`config.mk`:
```
export PLATFORM = sky130hd
export DESIGN_NAME = cic_ctrl_sched_flat
export DESIGN_NICKNAME = d
export VERILOG_FILES = /design/src/rtl/cic_ctrl_sched_if.sv /design/src/rtl/cic_ctrl_sched.sv /design/src/flat_wrapper.sv
export SDC_FILE = /design/constraint.sdc
export NUM_CORES = 1
export LEC_CHECK = 0
export BUFFER_PORTS_ARGS = -buffer_cell sky130_fd_sc_hd__buf_4
export CAP_MARGIN = 20
export CORE_MARGIN = 8
export CORE_UTILIZATION = 46
export CTS_CLUSTER_SIZE = 8
export DETAILED_ROUTE_END_ITERATION = 16
export PLACE_DENSITY = 0.78
export SLEW_MARGIN = 20
export SYNTH_ARGS = -nofsm -noshare
export SYNTH_HDL_FRONTEND = slang
export SYNTH_SLANG_ARGS = --single-unit
```
`constraint.sdc`:
```
create_clock -name clk_i -period 1.8 [get_ports clk_i]
set_input_delay 0.36 -clock clk_i [delete_from_list [all_inputs] [get_ports clk_i]]
set_output_delay 0.36 -clock clk_i [all_outputs]
set_load 0.005 [all_outputs]
```
`src/rtl/cic_ctrl_sched_if.sv`:
```
// Handshake and control bundle between cic_ctrl_sched and the CIC datapath.
// slave = controller side, master = datapath/environment side.
interface cic_ctrl_sched_if;
    logic       sample_valid_i;
    logic       sample_ready_o;
    logic       sample_drop_o;
    logic       integ_en_o;
    logic       integ_clr_o;
    logic [1:0] integ_sel_o;
    logic       comb_en_o;
    logic       comb_clr_o;
    logic [1:0] comb_sel_o;
    logic       out_valid_o;
    logic [1:0] out_ch_o;
    logic       out_ready_i;

    modport slave (
        input  sample_valid_i, out_ready_i,
        output sample_ready_o, sample_drop_o,
               integ_en_o, integ_clr_o, integ_sel_o,
               comb_en_o, comb_clr_o, comb_sel_o,
               out_valid_o, out_ch_o
    );

    modport master (
        output sample_valid_i, out_ready_i,
        input  sample_ready_o, sample_drop_o,
               integ_en_o, integ_clr_o, integ_sel_o,
               comb_en_o, comb_clr_o, comb_sel_o,
               out_valid_o, out_ch_o
    );
endinterface

```
`src/rtl/cic_ctrl_sched.sv`:
```
// Sequencer for the time-multiplexed CIC decimator: integrator sweep, decimation count, comb handshake.
// Optional dropped-frame counter enabled by defining CIC_CTRL_DROP_CNT_EN.
module cic_ctrl_sched #(
    parameter int unsigned DECIM_W = 10
) (
    input  logic               clk_i,
    input  logic               rstn_i,
    input  logic               cfg_en_i,
    input  logic [1:0]         cfg_nch_i,
    input  logic [DECIM_W-1:0] cfg_decim_i,
    input  logic               clr_i,
    cic_ctrl_sched_if.slave    bus,
    output logic [7:0]         drop_cnt_o
);

    typedef enum logic [1:0] {
        IDLE  = 2'd0,
        INTEG = 2'd1,
        COMB  = 2'd2
    } state_e;

    state_e             state_q, state_d;
    logic [1:0]         ch_q, ch_d;
    logic [1:0]         nch_q, nch_d;
    logic [DECIM_W-1:0] fcnt_q, fcnt_d;
    logic               en_q;

    logic       clear;
    logic       idle;
    logic       ready;
    logic       accept;
    logic       drop;
    logic       integ_en;
    logic [1:0] integ_sel;
    logic       out_valid;
    logic [1:0] out_ch;
    logic       comb_en;

    always_ff @(posedge clk_i or negedge rstn_i) begin
        if (!rstn_i) begin
            state_q <= IDLE;
            ch_q    <= '0;
            nch_q   <= '0;
            fcnt_q  <= '0;
            en_q    <= 1'b0;
        end else begin
            state_q <= state_d;
            ch_q    <= ch_d;
            nch_q   <= nch_d;
            fcnt_q  <= fcnt_d;
            en_q    <= cfg_en_i;
        end
    end

    always_comb begin
        state_d   = state_q;
        ch_d      = ch_q;
        nch_d     = nch_q;
        fcnt_d    = fcnt_q;
        integ_en  = 1'b0;
        integ_sel = '0;
        out_valid = 1'b0;
        out_ch    = '0;
        comb_en   = 1'b0;

        clear  = clr_i | (cfg_en_i ^ en_q);
        idle   = (state_q == IDLE);
        ready  = idle & cfg_en_i & ~clear;
        accept = ready & bus.sample_valid_i;
        drop   = ~idle & bus.sample_valid_i & cfg_en_i & ~clear;

        case (state_q)
            IDLE: begin
                if (accept) begin
                    nch_d   = cfg_nch_i;
                    ch_d    = '0;
                    state_d = INTEG;
                end
            end
            INTEG: begin
                integ_en  = 1'b1;
                integ_sel = ch_q;
                if (ch_q == nch_q) begin
                    ch_d = '0;
                    if (fcnt_q == cfg_decim_i) begin
                        fcnt_d  = '0;
                        state_d = COMB;
                    end else begin
                        fcnt_d  = fcnt_q + {{(DECIM_W-1){1'b0}}, 1'b1};
                        state_d = IDLE;
                    end
                end else begin
                    ch_d = ch_q + 2'd1;
                end
            end
            COMB: begin
                out_valid = 1'b1;
                out_ch    = ch_q;
                comb_en   = bus.out_ready_i;
                if (bus.out_ready_i) begin
                    if (ch_q == nch_q) begin
                        ch_d    = '0;
                        state_d = IDLE;
                    end else begin
                        ch_d = ch_q + 2'd1;
                    end
                end
            end
            default: state_d = IDLE;
        endcase

        // Clear overrides every decode above, including a frame presented this cycle.
        if (clear) begin
            state_d   = IDLE;
            ch_d      = '0;
            fcnt_d    = '0;
            integ_en  = 1'b0;
            integ_sel = '0;
            out_valid = 1'b0;
            out_ch    = '0;
            comb_en   = 1'b0;
        end
    end

    assign bus.sample_ready_o = ready;
    assign bus.sample_drop_o  = drop;
    assign bus.integ_en_o     = integ_en;
    assign bus.integ_sel_o    = integ_sel;
    assign bus.out_valid_o    = out_valid;
    assign bus.out_ch_o       = out_ch;
    assign bus.comb_sel_o     = out_ch;
    assign bus.comb_en_o      = comb_en;
    // en_q is held low in reset, so the edge detector must not leak a clear pulse while reset is asserted.
    assign bus.integ_clr_o    = clear & rstn_i;
    assign bus.comb_clr_o     = clear & rstn_i;

`ifdef CIC_CTRL_DROP_CNT_EN
    logic [7:0] dcnt_q;

    always_ff @(posedge clk_i or negedge rstn_i) begin
        if (!rstn_i) begin
            dcnt_q <= '0;
        end else if (clear) begin
            dcnt_q <= '0;
        end else if (drop && (dcnt_q != 8'hFF)) begin
            dcnt_q <= dcnt_q + 8'd1;
        end
    end

    assign drop_cnt_o = dcnt_q;
`else
    assign drop_cnt_o = '0;
`endif

endmodule
```
`src/flat_wrapper.sv`:
```
// flat-port wrapper written by rule: the top's interface ports become plain ports
module cic_ctrl_sched_flat 
#(
    parameter int unsigned DECIM_W = 10
)
  (clk_i, rstn_i, cfg_en_i, cfg_nch_i, cfg_decim_i, clr_i, drop_cnt_o, bus_sample_valid_i, bus_out_ready_i, bus_sample_ready_o, bus_sample_drop_o, bus_integ_en_o, bus_integ_clr_o, bus_integ_sel_o, bus_comb_en_o, bus_comb_clr_o, bus_comb_sel_o, bus_out_valid_o, bus_out_ch_o);
  cic_ctrl_sched_if bus_i ();
  input  logic clk_i;
  input  logic rstn_i;
  input  logic cfg_en_i;
  input  logic [1:0] cfg_nch_i;
  input  logic [DECIM_W-1:0] cfg_decim_i;
  input  logic clr_i;
  output logic [7:0] drop_cnt_o;
  input wire logic [$bits(bus_i.sample_valid_i)-1:0] bus_sample_valid_i;
  input wire logic [$bits(bus_i.out_ready_i)-1:0] bus_out_ready_i;
  output wire logic [$bits(bus_i.sample_ready_o)-1:0] bus_sample_ready_o;
  output wire logic [$bits(bus_i.sample_drop_o)-1:0] bus_sample_drop_o;
  output wire logic [$bits(bus_i.integ_en_o)-1:0] bus_integ_en_o;
  output wire logic [$bits(bus_i.integ_clr_o)-1:0] bus_integ_clr_o;
  output wire logic [$bits(bus_i.integ_sel_o)-1:0] bus_integ_sel_o;
  output wire logic [$bits(bus_i.comb_en_o)-1:0] bus_comb_en_o;
  output wire logic [$bits(bus_i.comb_clr_o)-1:0] bus_comb_clr_o;
  output wire logic [$bits(bus_i.comb_sel_o)-1:0] bus_comb_sel_o;
  output wire logic [$bits(bus_i.out_valid_o)-1:0] bus_out_valid_o;
  output wire logic [$bits(bus_i.out_ch_o)-1:0] bus_out_ch_o;
  assign bus_i.sample_valid_i = bus_sample_valid_i;
  assign bus_i.out_ready_i = bus_out_ready_i;
  assign bus_sample_ready_o = bus_i.sample_ready_o;
  assign bus_sample_drop_o = bus_i.sample_drop_o;
  assign bus_integ_en_o = bus_i.integ_en_o;
  assign bus_integ_clr_o = bus_i.integ_clr_o;
  assign bus_integ_sel_o = bus_i.integ_sel_o;
  assign bus_comb_en_o = bus_i.comb_en_o;
  assign bus_comb_clr_o = bus_i.comb_clr_o;
  assign bus_comb_sel_o = bus_i.comb_sel_o;
  assign bus_out_valid_o = bus_i.out_valid_o;
  assign bus_out_ch_o = bus_i.out_ch_o;
  cic_ctrl_sched #(.DECIM_W(DECIM_W)) u_core (.clk_i(clk_i), .rstn_i(rstn_i), .cfg_en_i(cfg_en_i), .cfg_nch_i(cfg_nch_i), .cfg_decim_i(cfg_decim_i), .clr_i(clr_i), .bus(bus_i), .drop_cnt_o(drop_cnt_o));
endmodule
```
After elaboration in Yosys (flattened, before gate mapping)
Cells that the tools add are included.
Word-level totals
  register bits: 17
  input port bits: 18
  output and inout bits: 21
Cells by class
  add/subtract/negate cells: 2
  equal/unequal tests: 8
  muxes and demuxes: 26
  bitwise logic cells: 11
  reduce and logical (&&, ||, !) cells: 8
Operator list (number)
  10-bit 2-to-1 mux: 4
  2-bit 2-to-1 mux: 14
  2-bit one-hot mux with 3 select lines: 2
  10-bit by 1-bit adder with 10-bit output (second input constant): 1
  10-bit == test: 1
  1-bit AND: 7
  1-bit 2-to-1 mux: 6
  3-bit by 1-bit != test with 1-bit output (second input constant): 2
  3-bit by 2-bit != test with 1-bit output (second input constant): 2
  2-bit AND reduction: 2
  4-bit AND reduction: 1
  2-bit nonzero test: 2
  4-bit nonzero test: 1
  3-bit AND reduction: 1
  2-bit by 1-bit adder with 2-bit output (second input constant): 1
  2-bit by 1-bit == test with 1-bit output (second input constant): 1
  2-bit == test: 1
  2-bit == test (second input constant): 1
  2-bit zero test: 1
  1-bit NOT: 2
  1-bit OR: 1
  1-bit bitwise XOR: 1

Logic depth before layout (Yosys ltp)
  depth in word-level cells: 8
  mapped depth: 7
  depth with buffers taken out: 7

Worst setup path before layout
Ideal clock, no wire load.
  path kind: register -> output
  start: register u_core.en_q
  end: output port bus_out_ch_o[1]
  data arrival time: 1407 ps
  slack: 33 ps
  stages on the path, launching flop included: 7
  cells stage by stage: dfrtp_1 xor2_2 nor2_1 buf_2 buf_2 and3_1 buf_4
Between the ends
  longest elaborated chain between the ends: 3
Ends and longest elaborated chain
  from (decl): RTL line cic_ctrl_sched.sv:26  | logic en_q;
  from (signal assigned): RTL line cic_ctrl_sched.sv:51  | en_q <= cfg_en_i;
  1-bit bitwise XOR: RTL line cic_ctrl_sched.sv:66  | clear = clr_i | (cfg_en_i ^ en_q);
  1-bit OR: RTL line cic_ctrl_sched.sv:66
  2-bit 2-to-1 mux: RTL line cic_ctrl_sched.sv:113  | if (clear) begin
  to (decl): RTL line flat_wrapper.sv:26  | output wire logic [$bits(bus_i.out_ch_o)-1:0] bus_out_ch_o;
No other way between the ends.

Worst setup path in the final report
  start: register u_core.en_q
  end: output port bus_out_valid_o
Between the ends
  longest elaborated chain between the ends: 3
Ends and longest elaborated chain
  1-bit bitwise XOR: RTL line cic_ctrl_sched.sv:66
  1-bit OR: RTL line cic_ctrl_sched.sv:66
  1-bit 2-to-1 mux: RTL line cic_ctrl_sched.sv:113
  to (decl): RTL line flat_wrapper.sv:25  | output wire logic [$bits(bus_i.out_valid_o)-1:0] bus_out_valid_o;
No other way between the ends.

==> run metrics <==
largest family of logic cells by synthesized area=simple AND/OR/NAND/NOR gates; pwr dens=548.9 nW/um^2; CORE AREA=2758 sq um; synth top area cells=dfrtp_1, buf_4, xor2_1; Sum Neg Setup Slack=-0.04714 ns; #FFs+latches synth=17; crit path cell chain=xor2_2 -> nor2_2 -> buf_2 -> and2_1 -> buf_4; max-cap check violation count=0; Cell variety after synth=42; Synth Area per Inst=8.884 sq um; Final min period=1.825 ns; adder-cell share of the synthesized area=0.04695; design area=1779 sq um; Util after Layout=0.6452; Post-DP Area=1623 sq um; antenna-violating nets left=0; insertion delay of the later-clocked pin in the worst-skew pair=0.30 ns; fin nets=224; Die X=69.82 microns; Worst path slowest cell=dfrtp_1; share of layout cells above drive strength 1=0.4100; Synth Area in XOR/XNOR=0.09108; RSZ-0062 raised after global routing=yes; critical path start-end classification=reg -> out; crit path capture type=output pin; Max Clk Rate=0.5481 GHz; TritonCTS clock tree=done; Die ar.=4875 sq um; largest buffer count on any clock path=2; failing checks=setup timing; CP max FO=6; dpl ws=0.01654 ns; Die H=69.82 microns; GP Congestion=0.8652; fraction of the mapped netlist area in compound gates=0.1540; Worst Hold Class=in -> async; Yosys top cell area share=0.3192; # DRC=0; Post-synth EDFFs=0; post-synth top area cell=dfrtp_1; Slew Limit Fails=0; CP delay by family, top=flip-flops; CTS clk-pin slew, worst paths=0.11 ns; register area share after synthesis=0.3192; PortBufs=30; Mapped Area=1333 sq um; WP data arrival=1.46 ns; Crit path largest cell delay=0.40 ns; total CTS buffers=3; GRT Resource Usage Total=0.1382; Vias/cell=5.628; DP HPWL=2612 microns; initial detailed-routing violation count=88; final wirelength=3548 microns; Setup Skew=0.009463 ns; synthesized instance count=150; first-pass GRT wire length=5837 microns; Synthesis Warnings=0; largest net degree at the start of global routing=18; post-DR wirelength/cell=15.36 microns; crit share post-route=1.014; post-synthesis simple-gate area fraction=0.2592; drt first pass iters=4; IO Pins=39; initial antenna violation count=0; antenna diode count=0; vias in the first global route=1302; Root Driver=clkbuf_4; Hold Fails Final Rpt=0; crit start category=flip-flop; Buf/Inv on CP=2; status=finished, violations left; ys async rst share=1.000; ys flop type=dfrtp_1; Remaining Overflow, GRT=0; WP data required=1.44 ns; synth cell count leaders=dfrtp_1, nand2_1, buf_4; cell row count=19; vias=1300; Max VDD drop=564.1 uV; Syn-to-layout area delta=33.52%; Final setup viols=4; hold_ws=0.02705 ns; clk sink count=17; Setup WS post-layout=-0.02455 ns; Max H-tree Level=1; post-synthesis mux area share=0.03944; Initial Util=0.4832; leak pwr=0.8457 nW
per-stage QoR:
stage          power [mW]  std cells
2_1_floorplan      0.6146        157
3_3_place_gp       0.7136        217
3_5_place_dp       0.7243        217
4_1_cts            0.9426        223
5_1_grt             1.033        231
6_report           0.9767        231
flip-flops by register name (all words and copies together), names as in the netlist:
name and flops:
u_core.state_q 2, u_core.ch_q 2, u_core.en_q 1, u_core.nch_q 2
u_core.fcnt_q 10
power breakdown:
group,switching [mW],leakage (nW),internal [mW]
combinational,0.167,0.604,0.172
clock,0.126,0.0150,0.0863
sequential,0.0207,0.227,0.405
area by class of cell:
| class | instances | area [sq um] |
|---|---|---|
| repair buffers | 54 | 414.1 |
| inverters | 3 | 11.26 |
| well taps | 31 | 38.79 |
| flip-flops and latches | 17 | 427.9 |
| fillers | 244 | 978.4 |
| multi-input cells | 122 | 860.8 |
| clock buffers | 4 | 26.28 |
placed cells by master, fill, tap and decap left out, types with 6 or more instances in the layout:
master and instances:
buf_4 50, dfrtp_1 15, nand2_1 17, conb_1 8
nor2_1 6, o21ai_0 6, and3_1 6, xor2_1 8
layer usage:
layer	track usage	share of wire	routed length (microns)
met4	0.03348	0.012	43
met5	0	0	0
met1	0.1558	0.40	1426
met3	0.04006	0.085	301
met2	0.2467	0.50	1776
cell families (layout without fill, tap and decap cells):
logic type | count (synthesis) | count (layout)
AO/OA/AOI/OAI | 27 | 27
XOR/XNOR | 13 | 13
buffers and inverters | 18 | 61
flip-flops | 17 | 17
AND/OR/NAND/NOR | 64 | 64
adder cells (fa/ha/maj) | 5 | 5
other | 1 | 8
multiplexers | 5 | 5
worst register-to-register path: cells and delay by family (launching register included):
kind / cells / cell delay, ns
flops: 1 / 0.42
simple gates: 3 / 0.69
fa+ha+maj: 1 / 0.19
compound gates: 2 / 0.33
path summary, 6_finish.rpt:
kind                                       start               end  slack, ns  cells past startpoint
worst min-delay path                      rstn_i  u_core.fcnt_q[7]       0.03                      2
max in group asynchronous                 rstn_i  u_core.fcnt_q[0]       1.55                      2
min in group clk_i                      cfg_en_i       u_core.en_q       0.23                      1
worst min register to register  u_core.fcnt_q[8]  u_core.fcnt_q[8]       0.53                      1
worst max-delay path                 u_core.en_q   bus_out_valid_o      -0.02                      5
worst max register to register  u_core.fcnt_q[0]  u_core.fcnt_q[8]       0.06                      6
repair_timing:
action,in CTS,in global routing
hold buffers,0,0
pin swaps,1,2
setup buffers,2,7
resized for setup,4,14
gates cloned,0,1
setup endpoints to repair,13,19
(Power assumes the default switching activity.)
